`config.mk`:
```
export PLATFORM = sky130hd
export DESIGN_NAME = strobe_scheduler
export DESIGN_NICKNAME = d
export VERILOG_FILES = /design/src/rtl/strobe_scheduler.sv
export SDC_FILE = /design/constraint.sdc
export NUM_CORES = 1
export LEC_CHECK = 0
export ABC_CLOCK_PERIOD_IN_PS = 3300
export CAP_MARGIN = 20
export CORE_MARGIN = 2
export CORE_UTILIZATION = 44
export CTS_BUF_LIST = sky130_fd_sc_hd__clkbuf_8
export DETAILED_ROUTE_END_ITERATION = 6
export GPL_ROUTABILITY_DRIVEN = 0
export PLACE_DENSITY_LB_ADDON = 0.05
export SYNTH_ARGS = -nofsm -noshare
export SYNTH_HDL_FRONTEND = slang
export SYNTH_SLANG_ARGS = --single-unit
```
`constraint.sdc`:
```
create_clock -name clk -period 3.3 [get_ports clk]
set_input_delay 0.495 -clock clk [delete_from_list [all_inputs] [get_ports clk]]
set_output_delay 0.495 -clock clk [all_outputs]
set_load 0.02 [all_outputs]
```
`src/rtl/strobe_scheduler.sv`:
```
`default_nettype none
// ============================================================================
// Module  : strobe_scheduler
// Brief   : Prescaled periodic enable strobes, serialised by a round-robin arbiter
// Rev     : 1.0  initial release
// ============================================================================
module strobe_scheduler #(
   parameter int NUM_CH   = 4,
   parameter int CH_W     = 3,
   parameter int PRESCALE = 10,
   parameter int PERIOD_W = 8
) (
   input  logic                clk,
   input  logic                resetn,
   input  logic                cfg_valid,
   output logic                cfg_ready,
   input  logic [CH_W-1:0]     cfg_ch,
   input  logic [PERIOD_W-1:0] cfg_period,
   input  logic                cfg_en,
   output logic                cfg_err,
   output logic [NUM_CH-1:0]   strobe,
   output logic [NUM_CH-1:0]   overrun,
   input  logic                ovr_clr
);

   localparam int c_ps_w  = (PRESCALE > 1) ? $clog2(PRESCALE) : 1;
   localparam int c_ptr_w = (NUM_CH > 1) ? $clog2(NUM_CH) : 1;
   localparam logic [c_ps_w-1:0]  c_ps_last  = c_ps_w'(PRESCALE - 1);
   localparam logic [c_ptr_w-1:0] c_ptr_rst  = c_ptr_w'(NUM_CH - 1);
   localparam logic [CH_W:0]      c_num_ch   = (CH_W + 1)'(NUM_CH);
   localparam logic [c_ptr_w:0]   c_num_ch_p = (c_ptr_w + 1)'(NUM_CH);

   logic [c_ps_w-1:0]   r_ps_cnt;
   logic                w_tick;

   logic                w_cfg_acc;
   logic                w_cfg_bad;
   logic [PERIOD_W-1:0] w_cfg_load;
   logic [NUM_CH-1:0]   w_wr;

   logic [NUM_CH-1:0]   r_en;
   logic [NUM_CH-1:0]   r_pend;
   logic [NUM_CH-1:0]   r_ovr;
   logic [PERIOD_W-1:0] r_period [NUM_CH];
   logic [PERIOD_W-1:0] r_cnt    [NUM_CH];
   logic [NUM_CH-1:0]   w_exp;

   logic [NUM_CH-1:0]   w_req;
   logic [NUM_CH-1:0]   w_gnt;
   logic [c_ptr_w-1:0]  w_gnt_idx;
   logic                w_found;
   logic [c_ptr_w:0]    w_sum;
   logic [c_ptr_w-1:0]  w_idx;

   logic [NUM_CH-1:0]   r_strobe;
   logic [c_ptr_w-1:0]  r_ptr;
   logic                r_err;

   // ---------------------------------------------------------------- prescaler
   always_ff @(posedge clk or negedge resetn) begin
      if (!resetn) begin
         r_ps_cnt <= '0;
      end else if (w_tick) begin
         r_ps_cnt <= '0;
      end else begin
         r_ps_cnt <= r_ps_cnt + 1'b1;
      end
   end

   assign w_tick = (r_ps_cnt == c_ps_last);

   // Config is refused on base_tick so a write never races a counter update.
   assign cfg_ready  = ~w_tick;
   assign w_cfg_acc  = cfg_valid & ~w_tick;
   assign w_cfg_bad  = ({1'b0, cfg_ch} >= c_num_ch);
   assign w_cfg_load = (cfg_period == '0) ? '0 : cfg_period - 1'b1;

   always_comb begin
      w_wr  = '0;
      w_exp = '0;
      for (int i = 0; i < NUM_CH; i++) begin
         w_wr[i]  = w_cfg_acc & ~w_cfg_bad & (cfg_ch == CH_W'(i));
         w_exp[i] = w_tick & r_en[i] & (r_period[i] != '0) & (r_cnt[i] == '0);
      end
   end

   // ---------------------------------------------------------------- channels
   always_ff @(posedge clk or negedge resetn) begin
      if (!resetn) begin
         r_en   <= '0;
         r_pend <= '0;
         r_ovr  <= '0;
         for (int i = 0; i < NUM_CH; i++) begin
            r_period[i] <= '0;
            r_cnt[i]    <= '0;
         end
      end else begin
         for (int i = 0; i < NUM_CH; i++) begin
            if (w_wr[i]) begin
               r_period[i] <= cfg_period;
               r_en[i]     <= cfg_en;
               r_cnt[i]    <= w_cfg_load;
               r_pend[i]   <= 1'b0;
            end else begin
               if (w_tick && r_en[i] && (r_period[i] != '0)) begin
                  r_cnt[i] <= (r_cnt[i] == '0) ? r_period[i] - 1'b1 : r_cnt[i] - 1'b1;
               end
               // A new expiry re-arms pending even while it is being granted.
               r_pend[i] <= (r_pend[i] & ~w_gnt[i]) | w_exp[i];
            end
            if (w_exp[i] && r_pend[i] && !w_gnt[i]) begin
               r_ovr[i] <= 1'b1;
            end else if (ovr_clr) begin
               r_ovr[i] <= 1'b0;
            end
         end
      end
   end

   // ---------------------------------------------------------------- arbiter
   // A channel being reconfigured this cycle is withheld so no stale strobe follows the write.
   assign w_req = r_pend & ~w_wr;

   always_comb begin
      w_gnt     = '0;
      w_gnt_idx = r_ptr;
      w_found   = 1'b0;
      w_sum     = '0;
      w_idx     = '0;
      for (int k = 1; k <= NUM_CH; k++) begin
         w_sum = {1'b0, r_ptr} + (c_ptr_w + 1)'(k);
         if (w_sum >= c_num_ch_p) begin
            w_sum = w_sum - c_num_ch_p;
         end
         w_idx = w_sum[c_ptr_w-1:0];
         if (!w_found && w_req[w_idx]) begin
            w_found        = 1'b1;
            w_gnt[w_idx]   = 1'b1;
            w_gnt_idx      = w_idx;
         end
      end
   end

   always_ff @(posedge clk or negedge resetn) begin
      if (!resetn) begin
         r_strobe <= '0;
         r_ptr    <= c_ptr_rst;
         r_err    <= 1'b0;
      end else begin
         r_strobe <= w_gnt;
         r_err    <= w_cfg_acc & w_cfg_bad;
         if (w_found) begin
            r_ptr <= w_gnt_idx;
         end
      end
   end

   assign strobe  = r_strobe;
   assign overrun = r_ovr;
   assign cfg_err = r_err;

endmodule
`default_nettype wire
```
## Word-level counts from Yosys, hierarchy flattened

Cells that the tools add are included.

- Mux-type cells: 55
- Equality and inequality tests: 4
- Bitwise gates (word level): 38
- Reductions and logical operators: 50
- Add/sub/neg operators: 18
- $lt $le $gt $ge: 13

Operators with widths:

| operator | number |
|---|---|
| 8-bit two-way mux | 13 |
| 8-bit by 1-bit subtractor with 8-bit output, second input constant | 9 |
| 8-bit zero test | 5 |
| 8-bit nonzero test | 4 |
| 1-bit AND | 23 |
| 1-bit logical AND | 23 |
| 1-bit two-way mux | 21 |
| 4-bit two-way mux | 5 |
| 2-bit two-way mux | 8 |
| 2-bit nonzero test | 8 |
| 3-bit >= comparator, second input constant | 5 |
| 2-bit by 3-bit < comparator with 1-bit output, second input constant | 4 |
| 4-bit bitwise OR | 3 |
| 1-bit binary-select mux with 2-bit select | 4 |
| 1-bit demux with 2-bit select | 4 |
| 2-bit by 1-bit >= comparator with 1-bit output, second input constant | 4 |
| 2-bit by 1-bit subtractor with 2-bit output, second input constant | 4 |
| 1-bit zero test | 7 |
| 2-bit by 2-bit adder with 3-bit output, second input constant | 2 |
| 3-bit by 2-bit == test with 1-bit output, second input constant | 2 |
| 1-bit NOT | 6 |
| 4-bit by 1-bit adder with 4-bit output, second input constant | 1 |
| 4-bit AND | 1 |
| 4-bit == test, second input constant | 1 |
| 8 further kinds | 11 |

- Output and inout port bits: 10
- Word-level logic and storage cells: 199
- Register bits after elaboration: 87

## Logic depth before layout (Yosys ltp)

- Depth in word-level cells: 23
- Gate-level depth with buffers: 11

## Least setup slack after synthesis

Ideal clock, no wire load.

- Path type: register -> register
- From: register r_cnt[3] (netlist bit)
- To: register r_cnt[6] (netlist bit)
- Required time: 3.174 ns
- Setup time: 0.126 ns
- Setup slack: 0.590 ns
- Arrival: 2.584 ns
- Stages on the path, launching flop included: 11
- Buffers on the path: 1
- Period minus slack after synthesis: 2.710 ns
- Path through: dfrtp_1 -> or4_4 -> nor3_1 -> clkbuf_1 -> a21oi_1 -> ha_1 -> nor2b_1 -> o2111ai_1 -> mux2i_1 -> a21oi_1 -> a221o_1

- Cells in the longest elaborated chain, start to end: 4
- Elaborated cells between the ends (all ways): 5
- Those cells by class: add/sub: 1; mux: 3; reduce/logical: 1

RTL lines:

| element | RTL line | source |
|---|---|---|
| from (decl) | 45 | `logic [PERIOD_W-1:0] r_cnt [NUM_CH];` |
| from (signal, indexed assignment) | 102 | `r_cnt[i] <= w_cfg_load;` |
| from (signal, indexed assignment) | 106 | `r_cnt[i] <= (r_cnt[i] == '0) ? r_period[i] - 1'b1 : r_cnt[i] - 1'b1;` |
| 8-bit by 1-bit subtractor with 8-bit output / 8-bit zero test (equally long branches) | 106 |  |
| 8-bit two-way mux * | 106 |  |
| 8-bit two-way mux * | 105 | `if (w_tick && r_en[i] && (r_period[i] != '0)) begin` |
| 8-bit two-way mux * | 99 | `if (w_wr[i]) begin` |

Mark *: on every way between the ends. The rest lies on a longest branch, timed or not. The select of a mux whose other input is x is not followed.
A chain may end at the register's enable or synchronous reset.

## Worst setup path in the final report

- From: register r_ps_cnt[1]
- To: output cfg_ready

- Cells in the longest elaborated chain, start to end: 2

RTL lines:

| element | RTL line | source |
|---|---|---|
| from (decl) | 33 | `logic [c_ps_w-1:0] r_ps_cnt;` |
| from (signal assigned) | 66 | `r_ps_cnt <= r_ps_cnt + 1'b1;` |
| 4-bit == test | 70 | `assign w_tick = (r_ps_cnt == c_ps_last);` |
| 1-bit NOT | 73 | `assign cfg_ready = ~w_tick;` |
| to (decl) | 16 | `output logic cfg_ready,` |

No other way between the ends.

==> run summary <==
Run status: complete, but fails checks
Violated checks: DRC
Hold Fails Final Rpt: 0
TritonCTS buffer count: 9
Final HPWL DP: 10900 um
Total grt overflow: 0
Max_slew headroom: 54.9%
Die Footprint: 0.0128 mm^2
Dpl cells: 773
Die X: 113 um
CTS max path bufs: 2
Sequential area share after synthesis: 41.6%
Top FF cell, synth: dfrtp_1
Synth unique cells: 72
Count of warnings emitted by yosys: 0
Routed Antenna Nets: 0
Starting DRT DRC Count: 333
Vias: 4797
CTS H-tree lvls: 3
Seq cells post-synth: 87
Wire per inst: 19.0 um
Post-Route Skew: 0.0112 ns
Async S/R FF share, synth: 100%
WP data arrival: 2.20 ns
I/O pin count: 26
Final Max Slew Viols: 0
Worst-Margin Slew: 0.660 ns
Diodes inserted: 0
Initial antenna violation count: 0
Fmax: 371 MHz
Req. time, crit path: 2.80 ns
Gr usage total: 24.4%
Pleak: 2.61 nW
Area delta synth->final: 13.5%
Worst vdd ir: 0.233 mV
Commonest non-fill, non-tap cell in the layout: nand2_1
Mapped Cells: 605
DRC Markers: 3
Hold buffer count at cts: 0
Fillers: 1093
Most frequent cells in the layout: nand2_1 (124), dfrtp_1 (85), nor2_1 (42), a21oi_1 (32), o21ai_0 (31)
Crit share post-route: 81.6%
Initial core utilization: 45.5%
Endpoints failing setup: 0
Synth Area per Inst: 8.66 um^2
Largest net degree at the start of global routing: 52
Max-cap viol count: 0
Final wirelength: 15000 um
Nets: 670
Vias in the first global route: 4677
Die Y: 113 um
Core area: 0.0115 mm^2
Clock root cell: clkbuf_8
CP Class: reg2out
Share of post-route cells with drive strength above 1: 10.7%
Min cycle time layout: 2.69 ns
Wire length of the first global-routing pass: 24300 um
CTS tree: yes
Setup tns final: 0 ns
Clk sink count: 87
Power Density: 600 mW/mm^2
Synth Cell Area: 0.00524 mm^2
Final Non-Filler Cells: 789
Startpoint types: register
Port bufs: 25
Worst-Skew Late Latency: 0.38 ns
RSZ-0062 raised after global routing: no
Post-CTS setup buffer count: 0
Post-Syn Nets: 634
FP Rows: 39
Worst-path fanout max: 9
Vias per inst: 6.08
Quantity of gates resized following cts: 0
First-pass DRT Iterations: 7
Worst Hold Class: in2async
Clk slew on worst S/H paths: 0.09 ns
Cell depth of the worst flop-to-flop path: 9
Post-synth EDFFs: 0
Setup crit end kind: output port
-- flip-flops by register name (all words and copies together), names as in the netlist --
| register | count |
|---|---|
| r_en | 4 |
| strobe | 4 |
| overrun | 4 |
| r_ptr | 2 |
| r_ps_cnt | 4 |
| r_pend | 4 |
| r_cnt | 32 |
| r_period | 32 |
| cfg_err | 1 |
-- stage by stage --
| step | area, um^2 | hold slack [ns] | setup WS [ns] | power (mW) | util (%) |
|---|---|---|---|---|---|
| floorplan | 5240 | 0.199 | 0.590 | 2.44 | - |
| global route | 5950 | 0.190 | 0.410 | 3.80 | 51.6 |
| detailed placement | 5760 | 0.481 | 0.296 | 2.80 | 50.0 |
| finish | 5950 | 0.142 | 0.607 | 3.57 | 51.6 |
| global placement | 5760 | 0.465 | 0.363 | 2.78 | 50.0 |
| CTS | 5950 | 0.159 | 0.575 | 3.56 | 51.6 |
-- kinds of logic (layout without fill, tap and decap cells) --
logic type / after synthesis / count (layout) / share of synthesized area [%]
simple gates: 287 / 287 / 26.5
compound gates: 155 / 155 / 21.1
flops: 87 / 87 / 41.6
buf+inv: 41 / 82 / 3.39
fa+ha+maj: 13 / 13 / 3.10
mux: 13 / 13 / 2.63
xor+xnor: 9 / 9 / 1.65
-- metal layers --
| layer | up-vias | wire length [um] | GRT usage, % |
|---|---|---|---|
| met5 | - | 0 | 0 |
| met4 | 0 | 296 | 9.35 |
| met3 | 20 | 957 | 4.82 |
| met2 | 189 | 6900 | 38.6 |
| met1 | 2312 | 6800 | 33.1 |
| li1 | 2276 | - | - |
-- final cells by class --
class	instances	area, um^2	area share, %
Clock inverter	6	52.6	0.884
Tap cell	143	179	3.01
Timing Repair Buffer	51	443	7.45
Clock buffer	10	138	2.31
Sequential cell	87	2180	36.7
Inverter	15	56.3	0.947
Multi-Input combinational cell	477	2900	48.7
-- worst max-delay path: stages (launching register included) --
cell and delay [ns]:
dfrtp_1 0.45, nor4bb_4 0.65, inv_2 0.14, clkdlybuf4s50_1 0.57
-- cell usage after synthesis (all sizes together) (8+ instances only) --
cell	number	share of area, %
nand2b	12	1.4
o21ai	31	3.0
o221ai	11	1.8
a221o	8	1.5
nand2	124	8.9
a21oi	32	3.1
o31ai	9	1.3
and2	12	1.4
nand3	16	1.6
nor3	25	2.5
dfrtp	85	41
nor2	43	3.2
or3	15	1.8
inv	15	1.1
buf	8	1.0
clkbuf	18	1.3
ha	13	3.1
nor4	9	1.4
-- path summary, 6_finish.rpt --
kind                            slack [ns]             startpoint               endpoint
worst min register to register        0.50    r_en[1]$_DFFE_PN0P_    r_en[1]$_DFFE_PN0P_
worst max-delay path                  0.61  r_ps_cnt[1]$_DFF_PN0_              cfg_ready
worst min-delay path                  0.14                 resetn  r_ps_cnt[1]$_DFF_PN0_
max in group asynchronous             2.42                 resetn   r_cnt[1]$_DFFE_PN0P_
worst max register to register        0.63   r_cnt[3]$_DFFE_PN0P_   r_cnt[6]$_DFFE_PN0P_
min in group clk                      0.50    r_en[1]$_DFFE_PN0P_    r_en[1]$_DFFE_PN0P_
-- report_power, final --
group          internal, mW  switching, mW
registers              1.31          0.279
clock network         0.362          0.396
logic                 0.528          0.697
total                  2.19           1.37
No activity file was read; power rests on OpenSTA's default activity.
